## config.mk

```make
export PLATFORM = sky130hd
export DESIGN_NAME = rpxx_offset_sequencer
export DESIGN_NICKNAME = d
export VERILOG_FILES = /design/src/rtl/rpxx_offset_sequencer_pkg.sv /design/src/rtl/rpxx_settle_timer.sv /design/src/rtl/rpxx_offset_sequencer.sv
export SDC_FILE = /design/constraint.sdc
export NUM_CORES = 1
export LEC_CHECK = 0
export BUFFER_PORTS_ARGS = -buffer_cell sky130_fd_sc_hd__buf_2
export CORE_MARGIN = 4
export CORE_UTILIZATION = 40
export DETAILED_ROUTE_END_ITERATION = 10
export SETUP_SLACK_MARGIN = 0.2
export SYNTH_ARGS = -nofsm -noshare
export SYNTH_HDL_FRONTEND = slang
export SYNTH_SLANG_ARGS = --single-unit
export TNS_END_PERCENT = 5
```

## constraint.sdc

```tcl
create_clock -name clk -period 2 [get_ports clk]
set_input_delay 0.1 -clock clk [delete_from_list [all_inputs] [get_ports clk]]
set_output_delay 0.1 -clock clk [all_outputs]
set_load 0.05 [all_outputs]
```

## src/rtl/rpxx_offset_sequencer_pkg.sv

```systemverilog
// Shared definitions for the RPxx offset/RTC sequencer: function codes and FSM states.
package rpxx_offset_sequencer_pkg;

  localparam logic [4:0] FUN_OFFSET = 5'o06;
  localparam logic [4:0] FUN_RTC    = 5'o07;

  typedef enum logic [1:0] {
    IDLE   = 2'd0,
    SETTLE = 2'd1,
    DONE   = 2'd2
  } ofs_state_t;

  function automatic logic is_pos_fun(input logic [4:0] fun);
    return (fun == FUN_OFFSET) || (fun == FUN_RTC);
  endfunction

endpackage

```

## src/rtl/rpxx_settle_timer.sv

```systemverilog
// Load/count-down/zero settle timer; shared by the RPxx positioning sequencers.
module rpxx_settle_timer #(
  parameter int CNT_W = 16
) (
  input  logic             clk,
  input  logic             rst,
  input  logic             load,
  input  logic [CNT_W-1:0] value,
  output logic             zero
);

  logic [CNT_W-1:0] cnt;

  // Holds at zero rather than wrapping so an idle timer stays quiet.
  always_ff @(posedge clk) begin
    if (rst)
      cnt <= '0;
    else if (load)
      cnt <= value;
    else if (cnt != '0)
      cnt <= cnt - 1'b1;
  end

  assign zero = (cnt == '0);

endmodule

```

## src/rtl/rpxx_offset_sequencer.sv

```systemverilog
// Per-drive OFFSET / return-to-centerline sequencer: settle timing, attention,
// offset-mode status and RPOF write gating.
module rpxx_offset_sequencer
  import rpxx_offset_sequencer_pkg::*;
#(
  parameter int SETTLE_CYCLES = 100,
  parameter int CNT_W         = 16
) (
  input  logic       clk,
  input  logic       rst,
  input  logic       clr,
  input  logic       rpGO,
  input  logic [4:0] rpFUN,
  input  logic       rpofWRITEreq,
  output logic       rpofWRITE,
  output logic       ofsBUSY,
  output logic       ofsATA,
  output logic       ofsOM,
  output logic       ofsRMR
);

  localparam logic [CNT_W-1:0] LOAD_VAL = CNT_W'(SETTLE_CYCLES - 1);

  ofs_state_t state_q, state_d;
  logic       kill;
  logic       go_valid;
  logic       busy;
  logic       load;
  logic       timer_zero;
  logic       is_rtc_q;
  logic       om_q;
  logic       rmr_q;

  assign kill     = rst | clr;
  assign go_valid = rpGO & is_pos_fun(rpFUN);
  assign busy     = (state_q != IDLE);

  rpxx_settle_timer #(.CNT_W(CNT_W)) u_timer (
    .clk   (clk),
    .rst   (kill),
    .load  (load),
    .value (LOAD_VAL),
    .zero  (timer_zero)
  );

  always_comb begin
    state_d = state_q;
    load    = 1'b0;
    case (state_q)
      IDLE: begin
        if (go_valid) begin
          state_d = SETTLE;
          load    = 1'b1;
        end
      end
      SETTLE:  if (timer_zero) state_d = DONE;
      DONE:    state_d = IDLE;
      default: state_d = IDLE;
    endcase
  end

  always_ff @(posedge clk) begin
    if (kill) begin
      state_q  <= IDLE;
      is_rtc_q <= 1'b0;
      om_q     <= 1'b0;
      rmr_q    <= 1'b0;
    end else begin
      state_q <= state_d;
      if (load)
        is_rtc_q <= (rpFUN == FUN_RTC);
      if (state_q == DONE)
        om_q <= ~is_rtc_q;
      // Refused command and refused write in one cycle merge into one pulse.
      rmr_q <= busy & (go_valid | rpofWRITEreq);
    end
  end

  assign rpofWRITE = rpofWRITEreq & ~busy;
  assign ofsBUSY   = busy;
  assign ofsATA    = (state_q == DONE);
  assign ofsOM     = om_q;
  assign ofsRMR    = rmr_q;

endmodule

```

==> impl_metrics.ini, run 1 <==
[route]
met2_wirelength_um = 1308
detail-route-antenna-nets = 0
drc = 0
top_layer_used = met4
dr.pass1.iters = 4
vias_per_cell = 5.630
wirelength_um = 2555
wl_per_cell_um = 14.12
dr_wl_met3_um = 25
vias = 1019
wl_met1_um = 1191
drt-initial-drc-count = 32

[synthesis]
ys.flop_type = dfxtp_1
synthCells = 120
synth-xor-area-share = 0.008537
synth_top_family_by_area = simple AND/OR/NAND/NOR gates
syn_avg_cell_area_um2 = 8.550
synthAdderAreaFrac = 0.01220
synth_compound_area_frac = 0.1732
yosys.area_share.simple = 0.3427
synth_common_cells = dfxtp_1, a21oi_1, nand2_1
yosysTopAreaCell = dfxtp_1
yosys.area.top_type_share = 0.4098
synth-seq-cells = 21
synth.area.mux_share = 0.02439
synthDistinctLibCells = 32
async_flop_share = 0
synthesis.area_um2 = 1026
synth_nets = 131
synth.most_common_cell = dfxtp_1
synth_edf_count = 0
synth.area.top_cells = dfxtp_1, a21oi_1, nor4_1
yosysWarnings = 0
ys_seq_area_frac = 0.4098

[cells_and_area]
n_antenna_cell = 0
nFillCells = 232
multi_input_area_um2 = 614.3
nNetsFinal = 163
area_growth_pct = 28.41
seq_area_um2 = 432.9
final_layout_size_suffix_gt1_frac = 0.4040

[worst_setup_path]
arrival_ns = 2.18
cp.required_ns = 2.26
critPathCaptureType = flip-flop
critPathMaxFanout = 2
start_kind = flip-flop
crit_type = flip-flop to flip-flop

[global_routing]
antenna_found_initial = 0
grt_use_total = 0.1635
gr-total-overflow = 0
grt_pass1_vias = 983
grt_max_degree = 13
grt_first_pass_wirelength_um = 4319

[floorplan]
ios = 15
die_x_um = 58.65
num_rows = 18
initial_core_util = 0.4179
die_h_um = 58.65
die-area_um2 = 3439
design.core.area_um2 = 2455

[cts]
cts_tree = yes
insertion_delay_ns = 0.31
cts.root.buffer_cell = clkbuf_4
cts_sinks = 21
path_clk_slew_ns = 0.13
cts.path.max_buffers = 2
htreeDepth = 1
cts_inserted_buffers = 3

[run]
drv_cap = 0

[sta]
fin_setup_tns_ns = 0
fin_crit_sh = 0.9618
hold_violations = 0
fmax_mhz = 519.9
fin_worst_skew_ns = 0.006970
min_period_ns = 1.924
report.final.slew_viol_count = 0
worst_pin_slew_ns = 0.4794
slew_headroom = 0.6804
setup_viol = 0
rsz0062_at_grt = true

[placed_design]
gp_congestion = 0.7396
place_hpwl_um = 1789
portBuffers = 14

[worst_hold_path]
hold_path.class = input pin to flip-flop

[outcome]
status = finished clean
-- worst paths after layout --
kind,from,to,slack [ns],cells after the start
worst max-delay path,u_timer.cnt[13]$_SDFFE_PP0P_,u_timer.cnt[1]$_SDFFE_PP0P_,0.08,4
worst min-delay path,rpFUN[0],is_rtc_q$_SDFFE_PP0P_,0.03,3
worst max register to register,u_timer.cnt[13]$_SDFFE_PP0P_,u_timer.cnt[1]$_SDFFE_PP0P_,0.08,4
worst min register to register,is_rtc_q$_SDFFE_PP0P_,ofsOM$_SDFFE_PP0P_,0.45,1
-- area by class of cell --
class	count	share of cell area
multi-input combinational	91	0.4663
clock inverter	1	0.003799
sequential	21	0.3286
timing repair buffer	29	0.1387
clock buffer	3	0.01709
tap	30	0.02849
inverter	6	0.01709
-- placed cells by master (no fill, tap or decap), types with 2 or more instances in the layout --
cell type / n
inv_1: 4
buf_4: 15
nor4_1: 6
or2_2: 3
nand3_1: 3
nor3_1: 3
nor2_1: 3
dfxtp_2: 7
a21oi_1: 15
or4_4: 4
nor4_2: 2
a31oi_1: 2
nand2_1: 11
buf_2: 14
or3_1: 5
o31ai_1: 5
dfxtp_1: 13
nor3b_1: 2
clkbuf_4: 3
or4_1: 5
nand2b_1: 2
o21ai_0: 3
inv_2: 2
-- stage by stage --
| stage | setup slack (ns) | util | hold WS [ns] | cells | instance area [um2] |
|---|---|---|---|---|---|
| after floorplan | 0.1170 | - | 0.2475 | 120 | 1042 |
| after global placement | 0.08818 | 0.4929 | 0.3627 | 171 | 1210 |
| after detailed placement | 0.06775 | 0.4929 | 0.3670 | 171 | 1210 |
| after CTS | 0.08861 | 0.5204 | 0.02076 | 180 | 1277 |
| after global routing | 0.04536 | 0.5367 | 0.04177 | 181 | 1318 |
| final | 0.07642 | 0.5367 | 0.02891 | 181 | 1318 |
-- cells by family after synthesis --
group	Yosys count
XOR/XNOR	1
buffers and inverters	8
AO/OA/AOI/OAI	30
flip-flops	21
AND/OR/NAND/NOR	57
adder cells (fa/ha/maj)	1
multiplexers	2
-- state kept, by name, summed over array words and instances (netlist names) --
signal       count
u_timer.cnt     16
ofsRMR           1
is_rtc_q         1
state_q          2
ofsOM            1
-- layer usage --
layer | vias to the layer above | GRT usage
li1 | 517 | -
met1 | 495 | 0.2065
met2 | 3 | 0.2759
met3 | 4 | 0.02632
met4 | 0 | 0.06796
met5 | - | 0
-- worst max-delay path, stage by stage (launching register included) --
cell and delay (ns):
dfxtp_2 0.34, or4_4 0.53, or4_4 0.56, mux2_4 0.32
a21oi_2 0.12
-- timing repair --
action                     in CTS  in global routing
hold buffers                    0                  0
pin swaps                       3                  0
setup endpoints to repair       8                 15
setup buffers                   5                  1
gates resized for setup         2                 12
Power of run 1 is left out: the tool's default activity adds up to more than one toggle a clock period on the data nets, which glitch-free logic cannot reach.
==> run 2, diff against run 1 <==
--- a/config.mk
+++ b/config.mk
@@ -8,9 +8,11 @@
 export BUFFER_PORTS_ARGS = -buffer_cell sky130_fd_sc_hd__buf_2
 export CORE_MARGIN = 4
 export CORE_UTILIZATION = 40
+export CTS_BUF_LIST = sky130_fd_sc_hd__clkbuf_2 sky130_fd_sc_hd__clkbuf_4 sky130_fd_sc_hd__clkbuf_8
 export DETAILED_ROUTE_END_ITERATION = 10
 export SETUP_SLACK_MARGIN = 0.2
 export SYNTH_ARGS = -nofsm -noshare
 export SYNTH_HDL_FRONTEND = slang
+export SYNTH_HIERARCHICAL = 1
 export SYNTH_SLANG_ARGS = --single-unit
 export TNS_END_PERCENT = 5
==> run 2 against run 1 <==
Effect of this change: utilization grew 0.55 points; die area is 15% higher; sequential share of layout area down 4.9 points; synthesized cell count up 20%; global-route usage decreased by 1.5 points; setup slack improved by 0.020 ns; first-iteration DRC count down 41%; maximum frequency rose by 1.0%; highest routed layer unchanged.
==> impl_metrics.ini, run 2 <==
[worst_setup_path]
arrival_ns = 2.10
crit_type = flip-flop to flip-flop
start_kind = flip-flop
cp.required_ns = 2.19
cp_slowest_cell = or4_4
critPathMaxFanout = 5
critPathCaptureType = flip-flop
critPathMaxStageDelay_ns = 0.56
path_cells = or4_4 -> or4_4 -> o31ai_1 -> o22ai_1
cpMostUsedCell = or4_4

[synthesis]
ys.flop_type = dfxtp_1
synthDistinctLibCells = 49
synth_common_cells = dfxtp_1, nand2_1, nor2_1, nor3_1, xnor2_1
synth-seq-cells = 21
yosys.area_share.simple = 0.3071
ys_seq_area_frac = 0.3485
synthAdderAreaFrac = 0.01037
synth.area.mux_share = 0
synth.area.top_cells = dfxtp_1, xnor2_1, nand2_1
synth_edf_count = 0
yosys.area.top_type_share = 0.3485
async_flop_share = 0
synth_compound_area_frac = 0.2147
synthesis.area_um2 = 1206
synthCells = 144
yosysTopAreaCell = dfxtp_1
synth_top_family_by_area = simple AND/OR/NAND/NOR gates
synth.most_common_cell = dfxtp_1
synth-xor-area-share = 0.06535
yosysWarnings = 6
syn_avg_cell_area_um2 = 8.376

[power]
power.density_nw_per_um2 = 2055
sequentialPowerShare = 0.229
combPwrFrac = 0.701
p_sw_mw = 1.359
p_leak_nw = 0.6565
pwr-share-clk = 0.070
ir_drop_mv = 0.9934
p_int_mw = 1.793
switching_share = 0.4312

[placed_design]
portBuffers = 14
place_hpwl_um = 1934
gp_congestion = 0.8009
placed_cells = 213

[cells_and_area]
final_common_cell = conb_1
n_antenna_cell = 0
nFillCells = 274
multi_input_area_um2 = 829.5
post-route-util = 0.5422
nNetsFinal = 202
area_growth_pct = 27.18
mostFrequentLayoutCells = conb_1, dfxtp_1, nand2_1
largest_reg_flops = 16
seq_area_um2 = 429.2
final_layout_size_suffix_gt1_frac = 0.2737
largest_register = u_timer/cnt
fin_cells = 221
reg_top3 = u_timer/cnt: 16 flops, state_q: 2 flops

[run]
drv_cap = 0

[floorplan]
design.core.area_um2 = 2829
die_x_um = 62.91
die_h_um = 62.91
die-area_um2 = 3958
num_rows = 19
ios = 15
initial_core_util = 0.4264

[route]
detail-route-antenna-nets = 0
wl_per_cell_um = 12.11
drc = 0
vias_per_cell = 5.136
drt-initial-drc-count = 19
vias = 1135
dr.pass1.iters = 4
wirelength_um = 2677

[sta]
fin_setup_tns_ns = 0
rsz0062_at_grt = true
report.final.slew_viol_count = 0
fmax_mhz = 525.3
setup_viol = 0
fin_worst_skew_ns = 0.001156
fin_crit_sh = 0.9519
hold_violations = 0
min_period_ns = 1.904

[global_routing]
gr-total-overflow = 0
grt_first_pass_wirelength_um = 4850
grt_use_total = 0.1482
grt_max_degree = 16
grt_pass1_vias = 1109
antenna_found_initial = 0

[worst_hold_path]
hold_path.class = input pin to flip-flop

[cts]
cts_inserted_buffers = 3
cts.path.max_buffers = 2
cts.root.buffer_cell = clkbuf_4
cts_sinks = 21
cts_tree = yes
htreeDepth = 1
path_clk_slew_ns = 0.12
insertion_delay_ns = 0.30

[outcome]
status = finished clean
[run 2: cell types whose count changed after synthesis, sizes merged, moves of 6 or more]
| cell | before | now |
|---|---|---|
| a21oi | 16 | 7 |
| or4 | 10 | 4 |
| o21ai | 4 | 11 |
| xnor2 | 1 | 8 |
| nor3 | 3 | 10 |
| nor2 | 3 | 10 |
[run 2: area by class of cell]
| class | instances | share of cell area |
|---|---|---|
| multi-input cells | 131 | 0.5408 |
| repair buffers | 29 | 0.1223 |
| well taps | 31 | 0.02529 |
| clock buffers | 4 | 0.01958 |
| flip-flops and latches | 21 | 0.2798 |
| inverters | 5 | 0.01223 |
[run 2: power groups by stage]
stage	logic, mW	registers [mW]	clock network, mW
floorplan	1.60	0.705	0
global placement	2.06	0.725	0
detailed placement	2.08	0.727	0
CTS	2.16	0.716	0.236
global route	2.44	0.750	0.257
finish	2.21	0.721	0.221
[run 2: final timing paths]
path                                  to                    startpoint  depth (start not counted)  slack [ns]
max          u_timer/cnt[1]$_SDFFE_PP0P_  u_timer/cnt[10]$_SDFFE_PP0P_                          4         0.1
min                is_rtc_q$_SDFFE_PP0P_                      rpFUN[0]                          2        0.03
max reg2reg  u_timer/cnt[1]$_SDFFE_PP0P_  u_timer/cnt[10]$_SDFFE_PP0P_                          4         0.1
min reg2reg           ofsOM$_SDFFE_PP0P_         is_rtc_q$_SDFFE_PP0P_                          1        0.45
[run 2: worst max-delay path, delay by kind of cell, from the launching register on]
kind / cells / cell delay (ns)
and+or+nand+nor: 2 / 1.10
AOI/OAI and AO/OA: 2 / 0.36
DFF: 1 / 0.34
[run 2: logic make-up (layout without fill, tap and decap cells)]
logic type	after synthesis	after routing
xor+xnor	9	9
flops	21	21
compound gates	37	37
fa+ha+maj	1	1
buf+inv	11	38
simple gates	63	63
other cells	2	21
[run 2: what timing repair did]
action                     4_1_cts  5_1_grt
gates resized for setup          9        2
setup endpoints to repair       17       18
pin swaps                       10        3
setup buffers                    3        0
gates cloned                     0        1
hold buffers                     0        0
[run 2: per-stage QoR]
stage	area, um2	hold WS [ns]	setup WS (ns)	power (mW)
6_report	1534	0.03121	0.09622	3.152
5_1_grt	1534	0.02609	0.05779	3.444
4_1_cts	1523	0.02030	0.1080	3.113
3_5_place_dp	1460	0.3529	0.05234	2.807
3_3_place_gp	1460	0.3466	0.09908	2.780
2_1_floorplan	1308	0.2513	0.1186	2.307
[run 2: metal layers]
| metal | share of wire | vias up | GRT usage | routed length (um) |
|---|---|---|---|---|
| met3 | 0.030 | 2 | 0.02338 | 79 |
| met2 | 0.45 | 13 | 0.2306 | 1208 |
| met1 | 0.51 | 516 | 0.1996 | 1370 |
| met4 | 0.0071 | 0 | 0.06612 | 19 |
| li1 | - | 604 | - | - |
| met5 | 0 | - | 0 | 0 |
No activity file was read; power rests on OpenSTA's default activity.
==> run 3, diff against run 2 <==
--- a/config.mk
+++ b/config.mk
@@ -7,9 +7,10 @@
 export LEC_CHECK = 0
 export BUFFER_PORTS_ARGS = -buffer_cell sky130_fd_sc_hd__buf_2
 export CORE_MARGIN = 4
-export CORE_UTILIZATION = 40
+export CORE_UTILIZATION = 50
 export CTS_BUF_LIST = sky130_fd_sc_hd__clkbuf_2 sky130_fd_sc_hd__clkbuf_4 sky130_fd_sc_hd__clkbuf_8
 export DETAILED_ROUTE_END_ITERATION = 10
+export PLACE_DENSITY = 0.73
 export SETUP_SLACK_MARGIN = 0.2
 export SYNTH_ARGS = -nofsm -noshare
 export SYNTH_HDL_FRONTEND = slang
==> run 3 against run 2 <==
Effect of this change: sequential share of layout area is 0.28 points higher; via count grew 4.2%; combinational power hardly changed; utilization is 13 points higher; critical path depth rose by 2; routed wire length rose by 3.6%; sequential cell count is the same; hold slack lost 0.012 ns; sequential power up 2%; maximum frequency is essentially flat.
==> impl_metrics.ini, run 3 (synthesized netlist as in run 2, its figures left out) <==
[worst_hold_path]
holdPathEnd = is_rtc_q$_SDFFE_PP0P_
hold_path.class = input pin to flip-flop
min_from = rpFUN[0]
min_path_cells = 2

[cells_and_area]
n_antenna_cell = 0
final_layout_size_suffix_gt1_frac = 0.2751
largest_reg_flops = 16
mostFrequentLayoutCells = conb_1, dfxtp_1, nand2_1
seq_area_um2 = 429.2
area_growth_pct = 25.93
reg_top3 = u_timer/cnt: 16 flops, state_q: 2 flops
final_common_cell = conb_1
nNetsFinal = 201
multi_input_area_um2 = 832.0
largest_register = u_timer/cnt
post-route-util = 0.6737
nFillCells = 196

[sta]
hold_violations = 0
setup_viol = 0
rsz0062_at_grt = true
slew_headroom = 0.6689
report.final.slew_viol_count = 0
worst_pin_slew_ns = 0.4949
fin_setup_tns_ns = 0
min_period_ns = 1.904
fin_crit_sh = 0.9518
fin_worst_skew_ns = 0.002007
fmax_mhz = 525.3
whs_ns = 0.01934

[floorplan]
num_rows = 17
die_h_um = 57.12
die-area_um2 = 3262
design.core.area_um2 = 2255
initial_core_util = 0.5350
die_x_um = 57.12
ios = 15

[global_routing]
grt_pass1_vias = 1192
grt_max_degree = 16
antenna_found_initial = 0
grt_first_pass_wirelength_um = 5071
grt_use_total = 0.1925
gr-total-overflow = 0

[worst_setup_path]
path_cells = or4_4 -> buf_4 -> nor4_4 -> buf_6 -> a221oi_1 -> and4b_1
reg2reg_to = u_timer/cnt[14]$_SDFFE_PP0P_
critPathMaxStageDelay_ns = 0.52
arrival_ns = 2.16
start_kind = flip-flop
cp.required_ns = 2.26
rr_worst_depth = 6
crit_type = flip-flop to flip-flop
cp_slowest_cell = or4_4
critPathCaptureType = flip-flop
reg2reg_from = u_timer/cnt[8]$_SDFFE_PP0P_
critPathMaxFanout = 5
r2r_slack_ns = 0.1

[cts]
cts_tree = yes
cts.path.max_buffers = 2
insertion_delay_ns = 0.31
cts_inserted_buffers = 3
htreeDepth = 1
cts_sinks = 21
cts.root.buffer_cell = clkbuf_4
path_clk_slew_ns = 0.12

[power]
ir_drop_mv = 1.173
p_leak_nw = 0.6493
power.density_nw_per_um2 = 2070

[outcome]
status = finished clean

[run]
drv_cap = 0

[route]
dr.pass1.iters = 4
vias_per_cell = 5.452
drc = 0
drt-initial-drc-count = 14
wirelength_um = 2774
detail-route-antenna-nets = 0
wl_per_cell_um = 12.78
vias = 1183

[placed_design]
gp_congestion = 0.7657
portBuffers = 14
place_hpwl_um = 2032
run 3: power breakdown:
part	leakage, nW	internal (mW)	total [mW]	switching, mW
Clock	0.0177	0.0748	0.210	0.136
Combinational	0.458	1.10	2.20	1.11
Sequential	0.173	0.569	0.733	0.165
Total	0.649	1.74	3.14	1.41
run 3: cell type report:
class                      instances  area share
tap                               28     0.02306
clock buffer                       3     0.01483
clock inverter                     1    0.003295
sequential                        21      0.2825
inverter                           5     0.01236
timing repair buffer              28      0.1161
multi-input combinational        131      0.5478
run 3: critical path, delay by kind of cell (launching register included):
kind	cells	cell delay, ns
AO/OA/AOI/OAI	1	0.08
buffers and inverters	2	0.34
flip-flops	1	0.36
AND/OR/NAND/NOR	3	1.08
run 3: how the worst max path moves through the flow:
stage	start	end	slack [ns]	depth (start not counted)
5_1_grt	u_timer/cnt[10]$_SDFFE_PP0P_	u_timer/cnt[14]$_SDFFE_PP0P_	0.04	6
3_3_place_gp	u_timer/cnt[1]$_SDFFE_PP0P_	state_q[0]$_SDFFE_PP0P_	0.1	7
6_report	u_timer/cnt[8]$_SDFFE_PP0P_	u_timer/cnt[14]$_SDFFE_PP0P_	0.1	6
4_1_cts	u_timer/cnt[10]$_SDFFE_PP0P_	u_timer/cnt[7]$_SDFFE_PP0P_	0.1	4
3_5_place_dp	u_timer/cnt[1]$_SDFFE_PP0P_	u_timer/cnt[1]$_SDFFE_PP0P_	0.05	6
2_1_floorplan	u_timer/cnt[1]$_SDFFE_PP0P_	state_q[0]$_SDFFE_PP0P_	0.12	7
run 3: what timing repair did:
action                                  in CTS  in global routing
resized for setup                           10                  0
pin swaps                                    9                  1
gates cloned                                 1                  0
hold buffers                                 0                  0
setup buffers                                3                  0
endpoints found under the setup margin      18                 18
run 3: metrics by stage:
step / cell area, um2 / instances / worst slack [ns] / total power, mW
floorplan: 1308 / 163 / 0.1186 / 2.307
global placement: 1449 / 209 / 0.09963 / 2.748
detailed placement: 1449 / 209 / 0.04584 / 2.804
CTS: 1519 / 217 / 0.09529 / 3.140
global route: 1519 / 217 / 0.03948 / 3.412
finish: 1519 / 217 / 0.09630 / 3.145
run 3: per-layer routing:
| metal | vias up | GRT usage | wire (um) |
|---|---|---|---|
| li1 | 600 | - | - |
| met2 | 30 | 0.3295 | 1369 |
| met4 | 0 | 0.06623 | 53 |
| met1 | 544 | 0.2285 | 1217 |
| met3 | 9 | 0.05656 | 133 |
| met5 | - | 0 | 0 |
